<file path="src/rtl/n1_pkg.sv">
// Shared constants and enums for the n1 RAM arbiter.
package n1_pkg;
  localparam int unsigned N1_RAM_SIZE  = 128;
  localparam int unsigned N1_ADDR_BITS = $clog2(N1_RAM_SIZE);
  localparam int unsigned N1_DATA_W    = 16;

  typedef enum logic [1:0] {OWN_NONE, OWN_HOST, OWN_DATA, OWN_FETCH} owner_e;
  typedef enum logic [1:0] {ST_RUN, ST_LOAD, ST_DRAIN} state_e;
endpackage

</file>
<file path="src/rtl/n1_prio_pick.sv">
// Three-way priority picker: host > data > fetch, with an aged fetch
// allowed to jump ahead of data (never ahead of host).
module n1_prio_pick
  import n1_pkg::*;
(
  input  logic   host_req_i,
  input  logic   data_req_i,
  input  logic   fetch_req_i,
  input  logic   fetch_aged_i,
  output owner_e owner_o
);
  always_comb begin
    owner_o = OWN_NONE;
    if (host_req_i)                      owner_o = OWN_HOST;
    else if (fetch_req_i && fetch_aged_i) owner_o = OWN_FETCH;
    else if (data_req_i)                 owner_o = OWN_DATA;
    else if (fetch_req_i)                owner_o = OWN_FETCH;
  end
endmodule

</file>
<file path="src/rtl/n1_mem_arbiter.sv">
// Single-port RAM arbiter/sequencer for host loader, CPU data and fetch.
// Optional fetch aging is enabled with `define N1_ARB_FETCH_AGING_EN.
module n1_mem_arbiter
  import n1_pkg::*;
#(
  parameter int unsigned RAM_SIZE  = N1_RAM_SIZE,
  parameter int unsigned ADDR_BITS = $clog2(RAM_SIZE),
  parameter int unsigned MAX_WAIT  = 4
) (
  input  logic                 clk,
  input  logic                 rst_n,
  input  logic                 host_lock,
  input  logic                 host_req,
  input  logic                 host_we,
  input  logic [ADDR_BITS-1:0] host_addr,
  input  logic [N1_DATA_W-1:0] host_wdata,
  output logic                 host_gnt,
  output logic                 host_rvalid,
  input  logic                 data_req,
  input  logic                 data_we,
  input  logic [ADDR_BITS-1:0] data_addr,
  input  logic [N1_DATA_W-1:0] data_wdata,
  output logic                 data_gnt,
  output logic                 data_rvalid,
  input  logic                 fetch_req,
  input  logic [ADDR_BITS-1:0] fetch_addr,
  output logic                 fetch_gnt,
  output logic                 fetch_rvalid,
  output logic [N1_DATA_W-1:0] rdata,
  output logic                 mem_en,
  output logic                 mem_we,
  output logic [ADDR_BITS-1:0] mem_addr,
  output logic [N1_DATA_W-1:0] mem_wdata,
  input  logic [N1_DATA_W-1:0] mem_rdata,
  output logic                 cpu_hold
);
  state_e                 state_q, state_d;
  owner_e                 owner_q, owner_d, pick;
  logic [ADDR_BITS-1:0]   addr_q, addr_d;
  logic [N1_DATA_W-1:0]   wdata_q, wdata_d;
  logic                   host_ok, cpu_ok, fetch_aged;

  // Grants are gated by rst_n so every output reads 0 while reset is held.
  assign host_ok = rst_n && (state_q != ST_DRAIN);
  assign cpu_ok  = rst_n && (state_q == ST_RUN) && !host_lock;

  n1_prio_pick u_pick (
    .host_req_i  (host_req  && host_ok),
    .data_req_i  (data_req  && cpu_ok),
    .fetch_req_i (fetch_req && cpu_ok),
    .fetch_aged_i(fetch_aged),
    .owner_o     (pick)
  );

  always_comb begin
    host_gnt  = (pick == OWN_HOST);
    data_gnt  = (pick == OWN_DATA);
    fetch_gnt = (pick == OWN_FETCH);
    mem_en    = (pick != OWN_NONE);
    mem_we    = 1'b0;
    addr_d    = addr_q;
    wdata_d   = wdata_q;
    owner_d   = OWN_NONE;
    unique case (pick)
      OWN_HOST: begin
        addr_d = host_addr;
        mem_we = host_we;
        if (host_we) wdata_d = host_wdata;
      end
      OWN_DATA: begin
        addr_d = data_addr;
        mem_we = data_we;
        if (data_we) wdata_d = data_wdata;
      end
      OWN_FETCH: addr_d = fetch_addr;
      default: ;
    endcase
    if (mem_en && !mem_we) owner_d = pick;
  end

  assign mem_addr  = addr_d;
  assign mem_wdata = wdata_d;

  always_comb begin
    state_d = state_q;
    unique case (state_q)
      ST_RUN:   if (host_lock) state_d = ST_LOAD;
      ST_LOAD:  if (!host_lock) state_d = ST_DRAIN;
      ST_DRAIN: state_d = host_lock ? ST_LOAD : ST_RUN;
      default:  state_d = ST_RUN;
    endcase
  end

  assign cpu_hold = rst_n && ((state_q != ST_RUN) || host_lock);

  always_ff @(posedge clk or negedge rst_n) begin
    if (!rst_n) begin
      state_q <= ST_RUN;
      owner_q <= OWN_NONE;
      addr_q  <= '0;
      wdata_q <= '0;
    end else begin
      state_q <= state_d;
      owner_q <= owner_d;
      addr_q  <= addr_d;
      wdata_q <= wdata_d;
    end
  end

  // Read data returns one cycle after the grant; the owner tag steers it.
  assign host_rvalid  = (owner_q == OWN_HOST);
  assign data_rvalid  = (owner_q == OWN_DATA);
  assign fetch_rvalid = (owner_q == OWN_FETCH);
  assign rdata        = (owner_q != OWN_NONE) ? mem_rdata : '0;

`ifdef N1_ARB_FETCH_AGING_EN
  localparam int unsigned AGE_W = $clog2(MAX_WAIT + 1);
  logic [AGE_W-1:0] age_q, age_d;

  always_comb begin
    age_d = age_q;
    if (!fetch_req || fetch_gnt)          age_d = '0;
    else if (age_q != AGE_W'(MAX_WAIT))   age_d = age_q + AGE_W'(1);
  end

  always_ff @(posedge clk or negedge rst_n) begin
    if (!rst_n) age_q <= '0;
    else        age_q <= age_d;
  end

  assign fetch_aged = (age_q == AGE_W'(MAX_WAIT));
`else
  assign fetch_aged = 1'b0;
`endif
endmodule

</file>
<file path="config.mk">
export PLATFORM = sky130hd
export DESIGN_NAME = n1_mem_arbiter
export DESIGN_NICKNAME = d
export VERILOG_FILES = /design/src/rtl/n1_pkg.sv /design/src/rtl/n1_prio_pick.sv /design/src/rtl/n1_mem_arbiter.sv
export SDC_FILE = /design/constraint.sdc
export NUM_CORES = 1
export LEC_CHECK = 0
export CORE_UTILIZATION = 29
export DETAILED_ROUTE_END_ITERATION = 16
export GPL_TIMING_DRIVEN = 0
export PLACE_DENSITY = 0.77
export SLEW_MARGIN = 30
export SYNTH_ARGS = -nofsm -noshare
export SYNTH_HDL_FRONTEND = slang
export SYNTH_HIERARCHICAL = 1
export SYNTH_SLANG_ARGS = --single-unit
</file>
<file path="constraint.sdc">
create_clock -name clk -period 3 [get_ports clk]
set_input_delay 0.6 -clock clk [delete_from_list [all_inputs] [get_ports clk]]
set_output_delay 0.6 -clock clk [all_outputs]
set_load 0.05 [all_outputs]
</file>
# Yosys cells after proc, flatten, opt, wreduce, memory -nomap -nowiden
# Cells that the tools add are included.
# classes
muxes	14
eq_ne	11
div	0
n_shift	0
multipliers	0
n_lt_le_gt_ge	0
bitwise_logic	0
addsub	0
n_reduce_logical	16
# op_table
op	count
16-bit 2-to-1 mux	3
16-bit one-hot mux with 2 select lines	1
7-bit one-hot mux with 3 select lines	1
2-bit 2-to-1 mux	6
2-bit == test, second input constant	5
1-bit logical AND	8
2-bit by 1-bit == test with 1-bit output, second input constant	3
2-bit != test, second input constant	3
2-bit one-hot mux with 3 select lines	1
2-bit nonzero test	3
1-bit logical NOT	2
2-bit logical NOT	1
1-bit one-hot mux with 2 select lines	1
2-bit AND reduction	1
1-bit logical OR	1
1-bit 2-to-1 mux	1
# totals
memories	0
output_inout_bits	48
ramBits	0
elab_cells	45
latchBits	0
register_bits	27
rom_bits	0

# Longest topological paths before layout
# logic_depth
word_depth	12
mapped_depth	12
mapped_depth_nobuf	9

# Cells and area by module
# The synthesis kept the hierarchy.
# modules_own_cells
mod	area_per_inst_um2	instances	cells_per_inst
n1_mem_arbiter	1475.2	1	137
n1_prio_pick	21.3	1	4

# Least setup slack after synthesis
# Ideal clock, no wire load.
# synth_timing
path_type	input-to-output
start	in host_lock
end	out mem_addr[6]
t_arrival_ns	3.195
slack_ns	-0.795
path_stages	10
cell_sequence	nor3_1 and3_1 nor2_1 nor2_1 inv_1 ha_1 inv_1 buf_1 nor2_1 a21oi_1
# synth_via
elab_chain_len	8
# synth_rtl
element	line	text
start: declaration	n1_mem_arbiter.sv:12	input logic host_lock,
1-bit logical NOT (*)	n/a	
1-bit logical AND (*)	n1_mem_arbiter.sv:45	assign cpu_ok = rst_n && (state_q == ST_RUN) && !host_lock;
1-bit logical AND	n1_mem_arbiter.sv:50	.fetch_req_i (fetch_req && cpu_ok),
2-bit 2-to-1 mux	n1_prio_pick.sv:17	else if (fetch_req_i) owner_o = OWN_FETCH;
2-bit 2-to-1 mux (*)	n1_prio_pick.sv:16	else if (data_req_i) owner_o = OWN_DATA;
2-bit 2-to-1 mux (*)	n1_prio_pick.sv:14	if (host_req_i) owner_o = OWN_HOST;
named net pick[1]	n1_mem_arbiter.sv:38	owner_e owner_q, owner_d, pick;
2-bit == test / 2-bit by 1-bit == test with 1-bit output (equally long branches)	n1_mem_arbiter.sv:64	unique case (pick)
7-bit one-hot mux with 3 select lines (*)	n1_mem_arbiter.sv:64	
end: declaration	n1_mem_arbiter.sv:32	output logic [ADDR_BITS-1:0] mem_addr,
# The timed path passes the listed nets; every way through them passes the cells marked *.

# Worst setup path in the final report
# layout_timing
start	in host_lock
end	out mem_wdata[1]
# layout_via
elab_chain_len	8
# layout_rtl
element	line	text
1-bit logical NOT (*)	n/a	
1-bit logical AND (*)	n1_mem_arbiter.sv:45	
1-bit logical AND	n1_mem_arbiter.sv:50	
2-bit 2-to-1 mux	n1_prio_pick.sv:17	
2-bit 2-to-1 mux (*)	n1_prio_pick.sv:16	
2-bit 2-to-1 mux (*)	n1_prio_pick.sv:14	
named net pick[0]	n1_mem_arbiter.sv:38	
2-bit == test / 2-bit by 1-bit == test with 1-bit output (equally long branches)	n1_mem_arbiter.sv:64	
16-bit one-hot mux with 2 select lines (*)	n1_mem_arbiter.sv:64	
end: declaration	n1_mem_arbiter.sv:33	output logic [N1_DATA_W-1:0] mem_wdata,
# Marked as above.

==> impl_summary.txt <==
----------------------------------------------------
[Global routing]
  First-pass GRT wire length ... 9040 um
  Pin count of the biggest net entering global routing ... 32
  Number of global-route vias before repair ... 1862
  Sum of overflow across all layers after global routing ... 0
  Total routing resource utilization after global routing ... 0.221
  Initial antenna violation count ... 0

[Setup path]
  Critical path required time ... 2.40 ns
  Critical-path cell with the highest stage delay ... sky130_fd_sc_hd__a22o_4
  Kind of start point of the critical path ... input port
  Crit Reg-Reg Startpoint ... state_q[1]$_DFFE_PN0P_
  Worst setup EP type ... output pin
  Cell depth of the worst flop-to-flop path ... 12
  Slowest Stage Delay on Critical Path ... 0.24 ns
  Critical setup path kind ... in -> out
  Worst path cell trace ... buf_6 > nor3_4 > and3_4 > nand2b_1 > a21o_1 > buf_6 > ha_4 > buf_6 > and2_4 > buf_6 > a22o_4 > a22o_4 > buf_8
  Most used cell along the critical path ... sky130_fd_sc_hd__buf_6
  Worst reg-to-reg setup slack ... 0.46 ns
  RR Endpoint ... wdata_q[3]$_DFF_PN0_
  Peak fanout along the critical path ... 6
  Arrival time of data at the critical path endpoint ... 2.74 ns

[Routing]
  Overall routed net length ... 5760 um
  Per-cell via count in the routed design ... 4.80
  Via total after detailed routing ... 1779
  Number of nets still failing antenna checks after routing ... 0
  1st-iter DRT viols ... 65
  Number of optimization iterations in the first detailed-route pass ... 4
  Final routed DRC violation total ... 0
  Post-detailed-route wirelength per cell ... 15.5 um

[Placement]
  HPWL Detailed ... 3870 um
  Quantity of I/O buffers inserted on ports ... 124
  Final RePlAce weighted congestion ... 0.699
  Number of cells in the design after placement ... 332
  Placed Area ... 0.00306 mm^2

[Clock network]
  Number of buffers on the longest clock path ... 2
  Later-pin clock latency in the skew report ... 0.27 ns
  CTS tree ... built
  Num CTS Buffers ... 3
  Post-CTS clock slew at the launch and capture registers of the worst setup and hold paths ... 0.09 ns
  Hold buffers post-CTS ... 0
  Number of H-tree levels ... 1
  CTS sink count ... 27
  Clock tree root buffer cell ... sky130_fd_sc_hd__clkbuf_8

[Die]
  Floorplan core area ... 0.00485 mm^2
  Overall die width ... 73.8 um
  DIE AREA ... 0.00545 mm^2
  Vertical die dimension ... 73.8 um
  Total I/O pin count ... 125
  Initial Util ... 0.309
  Number of rows in the core area ... 25

[Timing]
  Worst hold slack after final layout ... 0.163 ns
  Setup clock skew after layout ... 0.00173 ns
  Final Setup Violations ... 24
  Unrepaired setup endpoints after global routing ... yes
  Transition time at the pin with the least slew margin ... 0.551 ns
  Worst rel slew slack ... 0.633
  Final Hold Violating Endpoints ... 0
  Final min period ... 3.34 ns
  Max Slew Vio Count ... 0
  Slack of the critical path ... -0.339 ns
  Final worst-path cycle share ... 1.11
  Max Clock Freq ... 0.299 GHz

[Final layout]
  Diode count ... 0
  Area of all placed cells without fillers ... 0.00372 mm^2
  Post-Layout Cell Count ... 371
  Area growth syn-to-layout ... 149%
  Nets ... 386
  Share of post-route cells with drive strength above 1 ... 0.408

[Yosys]
  Net Count, Synth ... 222
  Number of different library cells in the post-synthesis netlist ... 25
  Synth Instances ... 141
  Average footprint of a synthesized cell ... 10.6 um^2
  Synth Cell Area ... 0.00150 mm^2
  Sequential element share of the synthesized area ... 0.452
  Count of yosys warnings during synthesis ... 6
  Register bit count reported by yosys ... 27

[Min path]
  Min-Delay Path Class ... in -> async

[Power]
  Total power divided by cell area ... 399 mW/mm^2
  Maximum vdd ir drop ... 237 uV
  P_leak ... 0.00166 uW

[Run]
  Max capacitance violation total ... 0

[Run status]
  Violations in the final reports ... negative setup slack
  Outcome ... finished, violations left

----------------------------------------------------
==> layer usage <==
layer  track usage  wire length, um  share of wire  vias to the layer above
met5             0                0              0                        -
met4        0.0385               34         0.0059                        0
met3        0.0645              510          0.089                        4
met2         0.453             3260           0.57                       85
met1         0.215             1950           0.34                      839
li1              -                -              -                      851
==> Yosys cell counts, drive strengths merged <==
cell / number / area share
nand2: 1 / 0.0025
conb: 1 / 0.0025
nor2b: 19 / 0.079
a222oi: 7 / 0.047
nor3: 2 / 0.0067
ha: 4 / 0.033
nor2: 10 / 0.025
a21oi: 8 / 0.027
dfrtp: 27 / 0.45
and3: 4 / 0.017
and2: 3 / 0.014
a21o: 1 / 0.0050
o21ai: 1 / 0.0033
nand2b: 1 / 0.0042
buf: 8 / 0.049
clkbuf: 3 / 0.0075
a21boi: 1 / 0.0050
inv: 7 / 0.018
o221ai: 1 / 0.010
a22o: 32 / 0.19
==> worst max-delay path by stage <==
stage | from | depth (start not counted) | slack, ns | endpoint
3_3_place_gp | rst_n | 11 | -2.23 | mem_wdata[7]
6_report | host_lock | 13 | -0.34 | mem_wdata[1]
4_1_cts | state_q[1]$_DFFE_PN0P_ | 12 | -0.26 | mem_wdata[14]
2_1_floorplan | host_lock | 12 | -0.05 | mem_wdata[10]
3_5_place_dp | rst_n | 11 | -1.41 | mem_wdata[7]
5_1_grt | state_q[1]$_DFFE_PN0P_ | 12 | -0.42 | mem_wdata[3]
==> where the power goes <==
part / switching [uW] / internal [uW] / total, uW
clock network: 111 / 95.0 / 206
logic: 433 / 415 / 848
registers: 20.5 / 410 / 431
total: 564 / 920 / 1480
==> through the flow <==
step / setup TNS, ns / setup WS [ns] / util / total power [uW]
after CTS: -5.01 / -0.262 / 0.766 / 1490
after floorplan: -0.658 / -0.0452 / - / 852
after detailed placement: -36.17 / -1.41 / 0.631 / 1100
final: -6.62 / -0.339 / 0.768 / 1480
after global placement: -79.90 / -2.23 / 0.632 / 1090
after global routing: -8.65 / -0.417 / 0.768 / 1560
==> cell type report <==
class	count	area (um^2)
Fill cell	320	1120
Inverter	7	40.0
Tap cell	67	83.8
Clock buffer	4	45.0
Sequential cell	27	677
Multi-Input combinational cell	97	1090
Timing Repair Buffer	161	1690
Buffer	8	100
==> critical path: cells and delay by family <==
kind | cells | cell delay (ns)
and+or+nand+nor | 4 | 0.67
AOI/OAI and AO/OA | 3 | 0.67
buffers and inverters | 5 | 0.63
adders and majority gates | 1 | 0.16
==> state kept, by name, summed over array words and instances (netlist names) <==
signal   flops
addr_q       7
wdata_q     16
state_q      2
owner_q      2
==> logic make-up after synthesis <==
kind of cell,count (synthesis),share of synthesized area
buffers and inverters,18,0.0744
adders and majority gates,4,0.0334
DFF,27,0.452
AOI/OAI and AO/OA,51,0.289
other,1,0.00251
and+or+nand+nor,40,0.149
==> layout by cell type (no fill, tap or decap), types with 3 or more instances in the layout <==
cell and instances:
sky130_fd_sc_hd__clkdlybuf4s50_1 91, sky130_fd_sc_hd__dfrtp_1 26, sky130_fd_sc_hd__buf_4 24, sky130_fd_sc_hd__buf_6 22, sky130_fd_sc_hd__a22o_4 22, sky130_fd_sc_hd__buf_8 20
sky130_fd_sc_hd__nor2b_1 19, sky130_fd_sc_hd__a22o_1 10, sky130_fd_sc_hd__nor2_1 9, sky130_fd_sc_hd__a222oi_1 7, sky130_fd_sc_hd__a21oi_4 7, sky130_fd_sc_hd__dlygate4sd2_1 5
sky130_fd_sc_hd__clkbuf_8 4, sky130_fd_sc_hd__ha_4 4, sky130_fd_sc_hd__and2_4 3
==> timing repair <==
item | CTS | global route
gates resized for setup | 253 | 6
cloned | 6 | 0
pin swaps | 41 | 22
setup buffers | 28 | 7
setup endpoints to repair | 28 | 26
Note: power is estimated with default switching activity, not from simulation.
